$ cat config.mk
export PLATFORM = sky130hd
export DESIGN_NAME = lr3_btn_event
export DESIGN_NICKNAME = d
export VERILOG_FILES = /design/src/rtl/lr3_btn_pkg.sv /design/src/rtl/lr3_btn_event_tick_cnt.sv /design/src/rtl/lr3_btn_event.sv
export SDC_FILE = /design/constraint.sdc
export NUM_CORES = 1
export LEC_CHECK = 0
export CORE_ASPECT_RATIO = 1.4
export CORE_MARGIN = 2
export CORE_UTILIZATION = 50
export CTS_CLUSTER_DIAMETER = 120
export DETAILED_ROUTE_END_ITERATION = 8
export PLACE_DENSITY = 0.73
export SLEW_MARGIN = 20
export SYNTH_ARGS = -nofsm -noshare
export SYNTH_HDL_FRONTEND = slang
export SYNTH_SLANG_ARGS = --single-unit
export TNS_END_PERCENT = 50
$ cat constraint.sdc
create_clock -name CLK -period 2.45 [get_ports CLK]
set_input_delay 0.735 -clock CLK [delete_from_list [all_inputs] [get_ports CLK]]
set_output_delay 0.735 -clock CLK [all_outputs]
set_load 0.01 [all_outputs]
$ cat src/rtl/lr3_btn_pkg.sv
// Shared definitions for the button gesture classifier: state codes and
// event index positions used by lr3_btn_event and downstream decoders.
package lr3_btn_pkg;

    typedef logic [2:0] btn_state_t;

    localparam btn_state_t ST_IDLE     = 3'd0;
    localparam btn_state_t ST_PRESS1   = 3'd1;
    localparam btn_state_t ST_GAP      = 3'd2;
    localparam btn_state_t ST_HELD     = 3'd3;
    localparam btn_state_t ST_WAIT_REL = 3'd4;

    // Bit positions of each gesture inside an event vector
    localparam int EV_IDX_SHORT  = 0;
    localparam int EV_IDX_LONG   = 1;
    localparam int EV_IDX_DOUBLE = 2;
    localparam int EV_IDX_RPT    = 3;
    localparam int EV_COUNT      = 4;

    typedef logic [EV_COUNT-1:0] btn_ev_t;

endpackage

$ cat src/rtl/lr3_btn_event_tick_cnt.sv
// CE-gated tick counter with synchronous clear and saturation; EXPIRE flags
// the CE cycle on which the count reaches LIMIT-1.
module lr3_tick_cnt
    import lr3_btn_pkg::*;
#(
    parameter int CNT_W = 8
) (
    input  logic             CLK,
    input  logic             RST,
    input  logic             CE,
    input  logic             CLR,
    input  logic [CNT_W-1:0] LIMIT,
    output logic             EXPIRE
);

    logic [CNT_W-1:0] cnt;

    // Holding at all-ones keeps a forgotten counter from wrapping into a fake expiry
    always_ff @(posedge CLK or posedge RST) begin
        if (RST) begin
            cnt <= '0;
        end else if (CLR) begin
            cnt <= '0;
        end else if (CE && (cnt != '1)) begin
            cnt <= cnt + CNT_W'(1);
        end
    end

    assign EXPIRE = CE && (cnt == (LIMIT - CNT_W'(1)));

endmodule

$ cat src/rtl/lr3_btn_event.sv
// Button gesture classifier: short press, long press, double click and
// (with macro LR3_BTN_RPT_EN defined) auto-repeat while held.
module lr3_btn_event
    import lr3_btn_pkg::*;
#(
    parameter int LONG_TICKS = 8,
    parameter int DBL_TICKS  = 4,
    parameter int RPT_TICKS  = 3,
    parameter int CNT_W      = 8
) (
    input  logic CLK,
    input  logic RST,
    input  logic CE,
    input  logic BTN_LVL,
    input  logic BTN_PRESS,
    output logic EV_SHORT,
    output logic EV_LONG,
    output logic EV_DOUBLE,
    output logic EV_RPT,
    output logic HOLD
);

    btn_state_t       state;
    btn_state_t       state_nxt;
    btn_ev_t          ev_nxt;
    btn_ev_t          ev_q;
    logic             hold_q;
    logic             pressed;
    logic             rpt_clr;
    logic             cnt_clr;
    logic             expire;
    logic [CNT_W-1:0] limit;

    assign pressed = BTN_PRESS & BTN_LVL;

    always_comb begin
        case (state)
            ST_PRESS1: limit = CNT_W'(LONG_TICKS);
            ST_GAP:    limit = CNT_W'(DBL_TICKS);
            default:   limit = CNT_W'(RPT_TICKS);
        endcase
    end

    // Release beats long expiry and a second press beats gap expiry
    always_comb begin
        state_nxt = state;
        ev_nxt    = '0;
        rpt_clr   = 1'b0;
        case (state)
            ST_IDLE: begin
                if (pressed) state_nxt = ST_PRESS1;
            end
            ST_PRESS1: begin
                if (!BTN_LVL) begin
                    state_nxt = ST_GAP;
                end else if (expire) begin
                    state_nxt            = ST_HELD;
                    ev_nxt[EV_IDX_LONG] = 1'b1;
                end
            end
            ST_GAP: begin
                if (pressed) begin
                    state_nxt              = ST_WAIT_REL;
                    ev_nxt[EV_IDX_DOUBLE] = 1'b1;
                end else if (expire) begin
                    state_nxt             = ST_IDLE;
                    ev_nxt[EV_IDX_SHORT] = 1'b1;
                end
            end
            ST_HELD: begin
                if (!BTN_LVL) begin
                    state_nxt = ST_IDLE;
                end
`ifdef LR3_BTN_RPT_EN
                else if (expire) begin
                    ev_nxt[EV_IDX_RPT] = 1'b1;
                    rpt_clr            = 1'b1;
                end
`endif
            end
            ST_WAIT_REL: begin
                if (!BTN_LVL) state_nxt = ST_IDLE;
            end
            default: state_nxt = ST_IDLE;
        endcase
    end

    assign cnt_clr = (state_nxt != state) | rpt_clr;

    lr3_tick_cnt #(
        .CNT_W(CNT_W)
    ) u_tick_cnt (
        .CLK   (CLK),
        .RST   (RST),
        .CE    (CE),
        .CLR   (cnt_clr),
        .LIMIT (limit),
        .EXPIRE(expire)
    );

    always_ff @(posedge CLK or posedge RST) begin
        if (RST) begin
            state  <= ST_IDLE;
            ev_q   <= '0;
            hold_q <= 1'b0;
        end else begin
            state  <= state_nxt;
            ev_q   <= ev_nxt;
            hold_q <= (state_nxt == ST_HELD);
        end
    end

    assign EV_SHORT  = ev_q[EV_IDX_SHORT];
    assign EV_LONG   = ev_q[EV_IDX_LONG];
    assign EV_DOUBLE = ev_q[EV_IDX_DOUBLE];
    // Without the repeat feature this bit is never set, so EV_RPT stays 0
    assign EV_RPT    = ev_q[EV_IDX_RPT];
    assign HOLD      = hold_q;

endmodule
# ---- Word level (Yosys, flattened, before mapping)
# Cells that the tools add are included.
dict set report word_totals {
  word_cells 37
  input_bits 5
  register_bits 15
}
dict set report classes {
  add_sub_neg 2
  muxes 17
  n_bitwise 1
  eq_ne 8
  reduce_logical 5
}
# cell count
set op_table {}
lappend op_table {{$mux 3} 6}
lappend op_table {{$mux 8} 2}
lappend op_table {{$pmux 3 s4} 1}
lappend op_table {{$eq 3x2->1 const B} 3}
lappend op_table {{$add 8x1->8 const B} 1}
lappend op_table {{$eq 8x8->1} 1}
lappend op_table {{$ne 8x8->1 const B} 1}
lappend op_table {{$pmux 4 s2} 1}
lappend op_table {{$mux 1} 7}
lappend op_table {{$sub 4x1->5 const B} 1}
lappend op_table {{$eq 3x1->1 const B} 1}
lappend op_table {{$eq 3x3->1 const B} 1}
lappend op_table {{$logic_not 3->1} 1}
lappend op_table {{$ne 3x3->1} 1}
lappend op_table {{$logic_and 1x1->1} 2}
lappend op_table {{$reduce_bool 2->1} 1}
lappend op_table {{$reduce_or 2->1} 1}
lappend op_table {{$and 1x1->1} 1}

# ---- Logic depth before layout (Yosys ltp)
dict set report logic_depth {
  ltp_word 10
  depth_mapped 5
}

# ---- Hierarchy
# A second synthesis with hierarchy kept.
dict set report unflattened {
  hier_cells 125
  area_unflattened_um2 1084.8
}
# mod instances seq_area_each_um2 area_per_inst_um2 cells_per_inst
set by_module_without_submodules {}
lappend by_module_without_submodules {lr3_tick_cnt 1 200.2 679.4 81}
lappend by_module_without_submodules {lr3_btn_event 1 175.2 405.4 44}

# ---- Least setup slack after synthesis
# Ideal clock, no wire load.
dict set report synth_path {
  path_kind {input -> register}
  start {input CE}
  end {register u_tick_cnt.cnt[2]}
  setup_time_ns 0.146
  t_required_ns 2.304
  path_slack_ns 0.511
  path_stages 4
  arrival_time_ns 1.793
  n_path_buf 0
  cell_sequence {nor4bb_1 or4b_4 a32oi_2 nor4_1}
}
dict set report synth_between {
  elab_chain_cells 6
  word_cells_on_any_way 10
}
# item line
set synth_lines {}
lappend synth_lines {{start: declaration} lr3_btn_event.sv:13} ;# input logic CE,
lappend synth_lines {{$logic_and 1x1->1} lr3_btn_event_tick_cnt.sv:29} ;# assign EXPIRE = CE && (cnt == (LIMIT - CNT_W'(1)));
lappend synth_lines {{$mux 3, on equally long branches} {lr3_btn_event.sv:65, lr3_btn_event.sv:56}}
lappend synth_lines {{$mux 3, on equally long branches} {lr3_btn_event.sv:62, lr3_btn_event.sv:54}}
lappend synth_lines {{$pmux 3 s4} lr3_btn_event.sv:49} ;# case (state)
lappend synth_lines {{$ne 3x3->1} lr3_btn_event.sv:88} ;# assign cnt_clr = (state_nxt != state) | rpt_clr;
lappend synth_lines {{$mux 8 / $reduce_bool 2->1 (equally long branches)} n/a}
lappend synth_lines {{end signal: assignment} lr3_btn_event_tick_cnt.sv:25} ;# cnt <= cnt + CNT_W'(1);
lappend synth_lines {{end: declaration} lr3_btn_event_tick_cnt.sv:16} ;# logic [CNT_W-1:0] cnt;
# Parallel ways exist; a longest one is shown, timed or not.
# A chain may end at the register's enable or synchronous reset.

# ---- Worst setup path in the final report
dict set report layout_path {
  start {input CE}
  end {register u_tick_cnt.cnt[3]}
}
# Same word-level chain as after synthesis.

==> out/metrics.yaml <==
path_clk_slew_ns: 0.10
core-area_um2: 1780
synth_xor_xnor_area_share: 0.0367
ys_async_sr_fraction: 1.00
n_fill_cell: 172
synth-seq-cells: 15
row_count: 18
cts_max_level: 1
period_share: 0.935
power_leakage_nw: 0.451
grt_pass1_vias: 849
max-slew-margin-rel: 0.571
min_period_ns: 2.29
grt_pass1_wl_um: 3590
die_x_um: 40.9
start_util: 0.536
antenna_cells: 0
setup_viol: 0
track_usage: 0.224
cp.arrival_ns: 2.43
avgSynthCellArea_um2: 9.26
clockRootBuffer: "clkbuf_4"
rsz0062_at_grt: "false"
register_area_um2: 375
clock_sinks: 15
yosys.area_share.simple: 0.274
cp_max_fo: 3
yosys_warnings: 0
holdPathEnd: "u_tick_cnt.cnt[6]"
post_dp_cell_area_um2: 1070
dieArea_um2: 2280
post_cts_buffers: 0
via_count: 861
via_per_inst: 6.43
r2r_end: "u_tick_cnt.cnt[3]"
clk_latency_ns: 0.28
fin_skew_ns: 0.00428
hpwlAfterDp_um: 1580
dr.pass1.iters: 4
top_level_ports: 10
endpoint_kind: "flip-flop"
synth_cell_types: 42
ff2ff_path_depth: 4
io_buffers: 8
synth_compound_area_frac: 0.202
hold_buffers: 0
crit_chain: "clkdlybuf4s50_1 -> nor4bb_1 -> or4b_4 -> a32oi_2 -> nor4_1"
synthAdderAreaFrac: 0.0131
max_freq_mhz: 437
cts_buffers: 3
die_h_um: 55.7
antenna_left: 0
p_per_area_nw_per_um2: 708
drc: 0
critPathKind: "input port to flip-flop"
hold_viol_final: 0
crit_slowest_cell: "or4b_4"
layout.nets: 121
min_path_type: "flip-flop to flip-flop"
grt_max_degree: 16
multiInputGateArea_um2: 537
syn_inst: 103
syn_to_final_growth_pct: 15.1
synth_top_family_by_area: "simple AND/OR/NAND/NOR gates"
fin_area_um2: 1100
place_ws_ns: -0.143
layout-drive-gt1-share: 0.114
peakVddDrop_uv: 431
synth.cell_area_um2: 953
status: "complete, no violations"
synth-edff-count: 0
r2r_slack_ns: 0.42
muxShareOfSynthArea: 0.0328
critPathLaunchType: "input port"
drt_iter0_drc: 22
cp.required_ns: 2.59
clk_path_buf_depth: 2
finalWorstSetupSlack_ns: 0.159
min_from: "u_tick_cnt.cnt[6]"
synthFlopType: "dfrtp_1"
finalWeightedCongestion: 0.801
routed_wl_um: 2200
final-max-slew-violation-count: 0
synth_seq_area_share: 0.394
worstMarginPinSlew_ns: 0.644
rr_startpoint: "u_tick_cnt.cnt[5]"
ctsResizeCount: 0
cts_tree: "built"
post_drt_wl_per_cell_um: 16.4
drv_cap: 0
hold_depth: 2
antenna_found_initial: 0
max_stage_delay_ns: 0.52
overflow: 0
syn_nets: 109
hold_ws_ns: 0.624
## stage by stage
step | util | std cells | total power [mW] | setup TNS (ns)
floorplan | - | 103 | 0.549 | 0
finish | 0.617 | 134 | 0.777 | 0
global route | 0.617 | 134 | 0.832 | 0
CTS | 0.617 | 134 | 0.780 | 0
global placement | 0.601 | 130 | 0.624 | -0.120
detailed placement | 0.601 | 130 | 0.632 | -0.429
## kinds of logic after synthesis
group                    after synthesis
AO/OA/AOI/OAI                         27
AND/OR/NAND/NOR                       42
adder cells (fa/ha/maj)                1
buffers and inverters                 10
multiplexers                           3
other                                  1
flip-flops                            15
XOR/XNOR                               4
## how the worst max path moves through the flow
stage / from / end / slack [ns]
finish: CE / u_tick_cnt.cnt[3] / 0.16
global route: CE / u_tick_cnt.cnt[3] / 0.1
CTS: CE / u_tick_cnt.cnt[3] / 0.17
detailed placement: CE / u_tick_cnt.cnt[3] / -0.14
global placement: CE / u_tick_cnt.cnt[2] / -0.05
floorplan: CE / u_tick_cnt.cnt[2] / 0.51
## power breakdown
part / total, mW / switching [mW] / internal, mW
combinational: 0.265 / 0.132 / 0.133
sequential: 0.367 / 0.0834 / 0.284
clock: 0.145 / 0.0841 / 0.0606
## layer usage
layer  GRT usage  wire (µm)  up-vias
li1            -          -      409
met1       0.237        871      425
met2       0.395       1210       23
met3      0.0280         80        4
met4       0.105         36        0
met5           0          0        -
## cells in the mapped netlist (3+ instances only)
library cell | number | area share
a211oi_1 | 3 | 0.024
a21oi_1 | 9 | 0.047
and3_1 | 3 | 0.020
clkbuf_1 | 5 | 0.020
dfrtp_1 | 15 | 0.39
inv_1 | 4 | 0.016
nand2_1 | 4 | 0.016
nand2b_1 | 4 | 0.026
nor2_1 | 6 | 0.024
nor3_1 | 5 | 0.026
nor3b_1 | 4 | 0.031
## worst max-delay path: cells and delay by family
kind            cells  cell delay [ns]
buf+inv             1             0.48
compound gates      1             0.23
simple gates        3             0.98
## registers in the layout, summed over array words and instances (netlist names)
name	count
u_tick_cnt.cnt	8
ev_q	3
HOLD	1
state	3
## cells in the final DEF, fill, tap and decap left out, types with 3 or more instances in the layout
master and count:
a211oi_1 3, a21oi_1 9, and3_1 3, buf_4 5, clkbuf_4 3, clkdlybuf4s50_1 8
dfrtp_1 15, inv_1 4, nand2_1 4, nand2b_1 4, nor2_1 6, nor3_1 5
nor3b_1 4
## area by class of cell
class / count / share of cell area
clock inverter: 1 / 0.00456
multi-input combinational: 78 / 0.489
clock buffer: 3 / 0.0205
sequential: 15 / 0.342
inverter: 4 / 0.0137
tap: 20 / 0.0228
timing repair buffer: 13 / 0.107
(Power assumes the default switching activity.)
